<file path="src/rtl/tone_wave_gen.sv">
// Note generator behind the tone decoder: latched pitch, sustain, then linear decay.
// Optional TONE_TRIANGLE_EN selects a triangle sample instead of the square sample.
module tone_wave_gen #(
  parameter logic [7:0]  AMP_MAX         = 8'd200,
  parameter logic [7:0]  SUSTAIN_PERIODS = 8'd8,
  parameter logic [15:0] DECAY_TICKS     = 16'd64
) (
  input  logic        clk,
  input  logic        reset,
  input  logic [9:0]  preScaleValue,
  input  logic        enabler,
  output logic [15:0] sample_out,
  output logic        sample_strobe,
  output logic        square_out,
  output logic        busy
);

  localparam int unsigned PS_W  = 10;
  localparam int unsigned PH_W  = 8;
  localparam int unsigned AMP_W = 8;
  localparam int unsigned SMP_W = 16;
  localparam int unsigned DEC_W = 16;

  typedef enum logic [1:0] {
    IDLE    = 2'd0,
    PLAY    = 2'd1,
    RELEASE = 2'd2
  } state_e;

  state_e             state_q, state_d;
  logic [PS_W-1:0]    ps_lat_q, ps_lat_d;
  logic [PS_W-1:0]    ps_cnt_q, ps_cnt_d;
  logic [PH_W-1:0]    phase_q, phase_d;
  logic [AMP_W-1:0]   amp_q, amp_d;
  logic [AMP_W-1:0]   sus_cnt_q, sus_cnt_d;
  logic [DEC_W-1:0]   dec_cnt_q, dec_cnt_d;
  logic [SMP_W-1:0]   sample_q, sample_d;
  logic               strobe_q;
  logic               square_q;
  logic               busy_q;
  logic               busy_d;
  logic               tick;
  logic               wrap;
  logic               ps_ok;
  logic               trigger;

  // Next-state: prescaler/phase advance, then per-state control
  always_comb begin
    state_d   = state_q;
    ps_lat_d  = ps_lat_q;
    ps_cnt_d  = ps_cnt_q;
    phase_d   = phase_q;
    amp_d     = amp_q;
    sus_cnt_d = sus_cnt_q;
    dec_cnt_d = dec_cnt_q;
    tick      = 1'b0;
    wrap      = 1'b0;
    ps_ok     = (preScaleValue != '0);
    trigger   = enabler && ps_ok;

    if (state_q != IDLE) begin
      tick = (ps_cnt_q == ps_lat_q - PS_W'(1));
      if (tick) begin
        ps_cnt_d = '0;
        phase_d  = phase_q + PH_W'(1);
        if (phase_q == '1) begin
          wrap = 1'b1;
          // New pitch only takes effect on a period boundary
          if (ps_ok) ps_lat_d = preScaleValue;
        end
      end else begin
        ps_cnt_d = ps_cnt_q + PS_W'(1);
      end
    end

    case (state_q)
      IDLE: begin
        if (trigger) begin
          state_d   = PLAY;
          ps_lat_d  = preScaleValue;
          ps_cnt_d  = '0;
          phase_d   = '0;
          amp_d     = AMP_MAX;
          sus_cnt_d = SUSTAIN_PERIODS;
        end
      end
      PLAY: begin
        if (enabler) begin
          sus_cnt_d = SUSTAIN_PERIODS;
        end else if (wrap) begin
          if (sus_cnt_q <= AMP_W'(1)) begin
            state_d   = RELEASE;
            dec_cnt_d = '0;
          end else begin
            sus_cnt_d = sus_cnt_q - AMP_W'(1);
          end
        end
      end
      RELEASE: begin
        if (trigger) begin
          // Phase and prescaler keep running so the waveform has no click
          state_d   = PLAY;
          amp_d     = AMP_MAX;
          sus_cnt_d = SUSTAIN_PERIODS;
        end else if (tick) begin
          if (dec_cnt_q == DECAY_TICKS - DEC_W'(1)) begin
            dec_cnt_d = '0;
            amp_d     = amp_q - AMP_W'(1);
            if (amp_q == AMP_W'(1)) begin
              state_d  = IDLE;
              phase_d  = '0;
              ps_cnt_d = '0;
            end
          end else begin
            dec_cnt_d = dec_cnt_q + DEC_W'(1);
          end
        end
      end
      default: state_d = IDLE;
    endcase
  end

`ifdef TONE_TRIANGLE_EN
  logic [6:0]         tri_t;
  logic signed [9:0]  tri_c;
  logic signed [18:0] tri_prod;
`else
  logic [SMP_W-1:0]   mag;
`endif

  // Sample for the upcoming phase/amp so it lines up with the strobe
  always_comb begin
    busy_d   = (state_d != IDLE);
    sample_d = '0;
`ifdef TONE_TRIANGLE_EN
    tri_t    = phase_d[7] ? ~phase_d[6:0] : phase_d[6:0];
    tri_c    = $signed({2'b00, tri_t, 1'b0}) - 10'sd128;
    tri_prod = tri_c * $signed({1'b0, amp_d});
    if (busy_d) sample_d = SMP_W'(tri_prod);
`else
    mag      = {1'b0, amp_d, 7'b0};
    if (busy_d) sample_d = phase_d[7] ? SMP_W'(-mag) : mag;
`endif
  end

  always_ff @(posedge clk) begin
    if (reset) begin
      state_q   <= IDLE;
      ps_lat_q  <= '0;
      ps_cnt_q  <= '0;
      phase_q   <= '0;
      amp_q     <= '0;
      sus_cnt_q <= '0;
      dec_cnt_q <= '0;
      sample_q  <= '0;
      strobe_q  <= 1'b0;
      square_q  <= 1'b0;
      busy_q    <= 1'b0;
    end else begin
      state_q   <= state_d;
      ps_lat_q  <= ps_lat_d;
      ps_cnt_q  <= ps_cnt_d;
      phase_q   <= phase_d;
      amp_q     <= amp_d;
      sus_cnt_q <= sus_cnt_d;
      dec_cnt_q <= dec_cnt_d;
      sample_q  <= sample_d;
      strobe_q  <= tick;
      square_q  <= busy_d & phase_d[7];
      busy_q    <= busy_d;
    end
  end

  assign sample_out    = sample_q;
  assign sample_strobe = strobe_q;
  assign square_out    = square_q;
  assign busy          = busy_q;

endmodule

</file>
<file path="config.mk">
export PLATFORM = sky130hd
export DESIGN_NAME = tone_wave_gen
export DESIGN_NICKNAME = d
export VERILOG_FILES = /design/src/rtl/tone_wave_gen.sv
export SDC_FILE = /design/constraint.sdc
export NUM_CORES = 1
export LEC_CHECK = 0
export BUFFER_PORTS_ARGS = -buffer_cell sky130_fd_sc_hd__buf_4
export CAP_MARGIN = 20
export CORE_MARGIN = 2
export CORE_UTILIZATION = 55
export CTS_CLUSTER_DIAMETER = 80
export DETAILED_ROUTE_END_ITERATION = 6
export PLACE_DENSITY = 0.84
export REMOVE_ABC_BUFFERS = 1
export SETUP_SLACK_MARGIN = 0.4
export SLEW_MARGIN = 10
export SYNTH_ARGS = -nofsm -noshare
export SYNTH_HDL_FRONTEND = slang
export SYNTH_SLANG_ARGS = --single-unit
</file>
<file path="constraint.sdc">
create_clock -name clk -period 4.5 [get_ports clk]
set_input_delay 0.675 -clock clk [delete_from_list [all_inputs] [get_ports clk]]
set_output_delay 0.675 -clock clk [all_outputs]
set_load 0.1 [all_outputs]
</file>
Word-level counts from Yosys, hierarchy flattened:

Cells that the tools add are included.

* register bits: 81
* bits of input ports: 13
* output and inout port bits: 19
* word-level logic and storage cells: 102

* add/sub/neg operators: 7
* $lt $le $gt $ge: 1
* eq/ne operators: 14
* mux-type cells: 53
* bitwise logic cells: 3
* reduce and logical (&&, ||, !) cells: 12

Operator list (count)
* $mux W10: 13
* $mux W8: 15
* $mux W16: 6
* $pmux W8 S2: 3
* $pmux W16 S2: 1
* $pmux W10 S2: 1
* $add A16 B1 Y16 const B: 1
* $eq A16 B6 Y1 const B: 1
* $mux W2: 8
* $neg A15 Y16: 1
* $sub A8 B1 Y8 const B: 2
* $mux W15: 1
* $add A10 B1 Y10 const B: 1
* $eq A10 B10 Y1: 1
* $ne A2 B2 Y1 const B: 5
* $reduce_bool A10 Y1: 1
* $sub A10 B1 Y10 const B: 1
* $add A8 B1 Y8 const B: 1
* $eq A8 B1 Y1 const B: 1
* $eq A8 B8 Y1 const B: 1
* $le A8 B1 Y1 const B: 1
* $reduce_bool A2 Y1: 4
* $ne A3 B3 Y1 const B: 2
* $pmux W2 S3: 1
* other kinds (12): 17

Depth between registers and ports, before layout:

* depth after elaboration: 11
* mapped depth: 15
* depth with buffers taken out: 14

Least setup slack after synthesis:

Ideal clock, no wire load.

* kind: register -> register
* start point: reg ps_lat_q[0]
* end point: reg sample_q[9] (netlist: sample_out[9])
* library setup time: 0.070 ns
* data arrival time: 3.775 ns
* data required time: 4.430 ns
* path slack: 0.656 ns
* stages on the path, launching flop included: 15
* buffers on the path: 1
* period minus slack after synthesis: 3.844 ns
* path through: dfxtp_1 > inv_1 > ha_1 > or4_1 > or4_1 > a311o_1 > a311oi_4 > buf_4 > and2_1 > nand3_1 > nand2b_1 > mux2_2 > ha_1 > or3_1 > a21oi_1

* word-level cells in the longest chain between the ends: 10
* elaborated cells between the ends (all ways): 26
* those cells by class: add/sub (2); eq/ne (1); mux (20); bitwise (1); reduce/logical (2)

RTL lines
* from (decl): RTL line 31 `logic [PS_W-1:0] ps_lat_q, ps_lat_d;`
* from (signal assigned): RTL line 161 `ps_lat_q <= ps_lat_d;`
* $sub A10 B1 Y10 *: RTL line 62 `tick = (ps_cnt_q == ps_lat_q - PS_W'(1));`
* $eq A10 B10 Y1 *: RTL line 62
* parallel branches: the longest is 8 deep, another holds $neg A15 Y16
* to (signal assigned): RTL line 167 `sample_q <= sample_d;`
* to (decl): RTL line 37 `logic [SMP_W-1:0] sample_q, sample_d;`

Mark *: on every way between the ends.
A chain may end at the register's enable or synchronous reset.

Worst setup path after layout:

* start point: reg ps_lat_q[1]
* end point: reg sample_q[9] (netlist: sample_out[9])

Same word-level chain as after synthesis.

==> flow_metrics.tcl <==
set metrics [dict create \
    antenna_found_initial 0 \
    grtUsageTotal 0.234 \
    viasPerCell 5.85 \
    root_buffer "clkbuf_8" \
    grt_pass1_vias 3511 \
    fin_skew_ns 0.00778 \
    wl_per_cell_um 14.7 \
    outcome "complete, no violations" \
    start_util 0.568 \
    htree_levels 3 \
    cts_buffers 9 \
    fin_crit_sh 0.867 \
    grt_overflow_total 0 \
    min_period_ns 3.90 \
    hold_end "phase_q[1]$_SDFF_PP0_" \
    setup_tns_ns 0 \
    netlist_area_sq_um 4120 \
    fmax_mhz 256 \
    setup_viol 0 \
    path_clk_slew_ns 0.08 \
    cp-end-kind "register" \
    slew_violations 0 \
    crit_path_max_incr_delay_ns 0.52 \
    ir_drop_mv 0.172 \
    dp_hpwl_mm 6.78 \
    synth_cell_types 65 \
    placedCellCount 612 \
    holdPathStages 2 \
    drc_errors 0 \
    die-area_sq_um 8200 \
    detail-route-antenna-nets 0 \
    min_path_type "reg2reg" \
    core-area_sq_um 7250 \
    routed_wl_mm 9.26 \
    areaGrowthSynthToFinish_pct 10.4 \
    maxCapViolCount 0 \
    ys.flop_type "dfxtp_1" \
    cts_buffer_depth 2 \
    stdcell_count 628 \
    grt_pass1_wl_mm 15.7 \
    slew-limit-headroom 0.566 \
    crit-reg2reg-launch "ps_lat_q[1]$_SDFF_PP0_" \
    synth_edf_count 0 \
    powerDensity_nw_per_um2 321 \
    yosysSeqAreaShare 0.359 \
    slowest_stage "or4_1" \
    insertion_delay_ns 0.36 \
    async_flop_share 0 \
    synth.ff_latch_count 74 \
    ios 32 \
    place.gp.congestion 0.880 \
    cp_cell_sequence "inv_1, ha_1, or4_1, or4_1, a311o_1, a311oi_4, and2_4, nand3_1, nand2b_1, mux2_2, ha_1, or3_1, a21oi_1" \
    worst_pin_slew_ns 0.642 \
    worstRegToRegCells 13 \
    clock-sinks 74 \
    rows 31 \
    leakage_nw 1.80 \
    cts_tree "yes" \
    required_ns 4.79 \
    yosys_warnings 0 \
    vias 3673 \
    grt_max_degree 30 \
    ctsHoldBuffers 0 \
    start_kind "register" \
    final_nets 546 \
    syn_area_per_cell_sq_um 8.16 \
    synth_cells 505 \
    criticalPathCategory "reg2reg" \
    drtIter0Drc 179 \
    r2r_slack_ns 0.60 \
    hold_viol_final 0 \
    drive_gt1_frac 0.121 \
    hold_slack_ns 0.472 \
    hold_start "phase_q[1]$_SDFF_PP0_" \
    num_antenna_cells 0 \
    rsz0062_at_grt "no" \
    portBuffers 24 \
    dieWidth_um 90.6 \
    path_max_fanout 6 \
    first_pass_iters 6 \
    fp.dieH_um 90.6 \
    arrival_ns 4.19 \
    r2r_end "sample_out[9]$_SDFF_PP0_" \
]
## placed cells by master (no fill, tap or decap), types with 6 or more instances in the layout
cell type / netlist / final
ha_1: 9 / 9
and3_1: 14 / 14
nand4_1: 20 / 20
inv_1: 16 / 16
nor3_1: 12 / 12
xnor2_1: 10 / 10
o21ai_0: 9 / 9
dfxtp_1: 74 / 73
buf_4: 9 / 27
nand2_1: 38 / 38
mux2i_1: 12 / 12
nand3_1: 26 / 25
o211ai_1: 6 / 6
clkbuf_8: 0 / 10
conb_1: 1 / 7
a21oi_1: 22 / 22
xor2_1: 29 / 29
or3_1: 8 / 8
nor4_1: 10 / 10
nor2_1: 79 / 79
nand2b_1: 11 / 11
or4_1: 8 / 8
## final cells by class
cell class	count	area, sq um
clock inverter	5	53.8
fill	648	2710
timing repair buffer	28	214
clock buffer	11	141
tap	99	124
inverter	17	63.8
sequential	74	1480
multi-input combinational	394	2470
## metal layers
layer,up-vias,wire (um),global-route usage
li1,1826,-,-
met1,1727,4110,0.282
met2,101,4530,0.404
met3,19,448,0.0467
met4,0,168,0.0974
met5,-,0,0
## worst max path at each step
stage                     slack [ns]                    from                        to  cells after the start
after CTS                       0.53  ps_lat_q[0]$_SDFF_PP0_  sample_out[9]$_SDFF_PP0_                     13
final                           0.60  ps_lat_q[1]$_SDFF_PP0_  sample_out[9]$_SDFF_PP0_                     13
after global placement          0.66  ps_lat_q[0]$_SDFF_PP0_  sample_out[9]$_SDFF_PP0_                     13
after detailed placement        0.59  ps_lat_q[0]$_SDFF_PP0_  sample_out[9]$_SDFF_PP0_                     13
after floorplan                 0.62  ps_lat_q[0]$_SDFF_PP0_  sample_out[9]$_SDFF_PP0_                     13
after global routing            0.41  ps_lat_q[1]$_SDFF_PP0_  sample_out[9]$_SDFF_PP0_                     13
## sequential cells by signal (all words and copies together), names as in the netlist, 2 cells and up
| name | count |
|---|---|
| amp_q | 8 |
| dec_cnt_q | 16 |
| phase_q | 8 |
| ps_cnt_q | 10 |
| ps_lat_q | 10 |
| sample_out | 9 |
| state_q | 2 |
| sus_cnt_q | 8 |
## synth_stat cells, types with 2 or more instances
cell	n	area, sq um
a211oi_2	2	25.0
o21ai_1	2	10.0
buf_2	4	20.0
nor4_1	10	62.6
nand4b_1	3	26.3
and3_1	14	87.6
a21oi_1	22	110
inv_1	16	60.1
dfxtp_1	74	1480
a211oi_1	2	15.0
a31o_2	3	26.3
and2_1	3	18.8
buf_4	9	67.6
nand4_1	20	125
or3_1	8	50.1
xor2_1	29	254
nand2b_1	11	68.8
nand3_2	2	20.0
o211ai_1	6	45.0
nor3b_1	2	15.0
o211a_1	3	30.0
nor4b_1	2	17.5
nand3b_1	2	15.0
a31oi_1	4	25.0
mux2_2	2	22.5
nor2_1	79	297
ha_1	9	113
clkbuf_1	11	41.3
nor3_1	12	60.1
or4_1	8	60.1
a21boi_0	2	15.0
mux2i_1	12	120
nand2_1	38	143
nand3_1	26	130
a21o_1	4	30.0
o21ai_0	9	45.0
a22oi_1	3	22.5
xnor2_1	10	87.6
## per-stage QoR
stage                     utilization  worst slack (ns)  power, mW  area (sq um)
after floorplan                     -             0.619      0.896          4010
after global placement          0.598             0.658      0.949          4340
after detailed placement        0.598             0.587      0.955          4340
after CTS                       0.625             0.535       1.47          4540
after global routing            0.627             0.409       1.52          4550
final                           0.627             0.598       1.46          4550
## where the power goes
group / total [mW] / leakage (nW) / internal, mW / switching (mW)
Combinational: 0.244 / 1.10 / 0.0799 / 0.164
Clock: 0.515 / 0.103 / 0.269 / 0.245
Sequential: 0.700 / 0.601 / 0.674 / 0.0252
Total: 1.46 / 1.80 / 1.02 / 0.435
## worst max-delay path, delay by kind of cell (launching register included)
| family | cells | cell delay, ns |
|---|---|---|
| buf+inv | 1 | 0.06 |
| simple gates | 6 | 1.84 |
| compound gates | 3 | 0.78 |
| fa+ha+maj | 2 | 0.46 |
| flops | 1 | 0.39 |
| mux | 1 | 0.30 |
## repair_timing
item,CTS,global route
gates resized for setup,0,4
setup buffers,0,0
setup endpoints to repair,0,8
## kinds of logic (layout without fill, tap and decap cells)
| family | count (synthesis) | count (layout) | share of synthesized area |
|---|---|---|---|
| flip-flops | 74 | 74 | 0.359 |
| XOR/XNOR | 39 | 39 | 0.0829 |
| other | 1 | 7 | 0.000910 |
| adder cells (fa/ha/maj) | 9 | 9 | 0.0273 |
| multiplexers | 14 | 14 | 0.0346 |
| buffers and inverters | 43 | 61 | 0.0489 |
| AO/OA/AOI/OAI | 77 | 77 | 0.136 |
| AND/OR/NAND/NOR | 248 | 248 | 0.310 |
No activity file was read; power rests on OpenSTA's default activity.
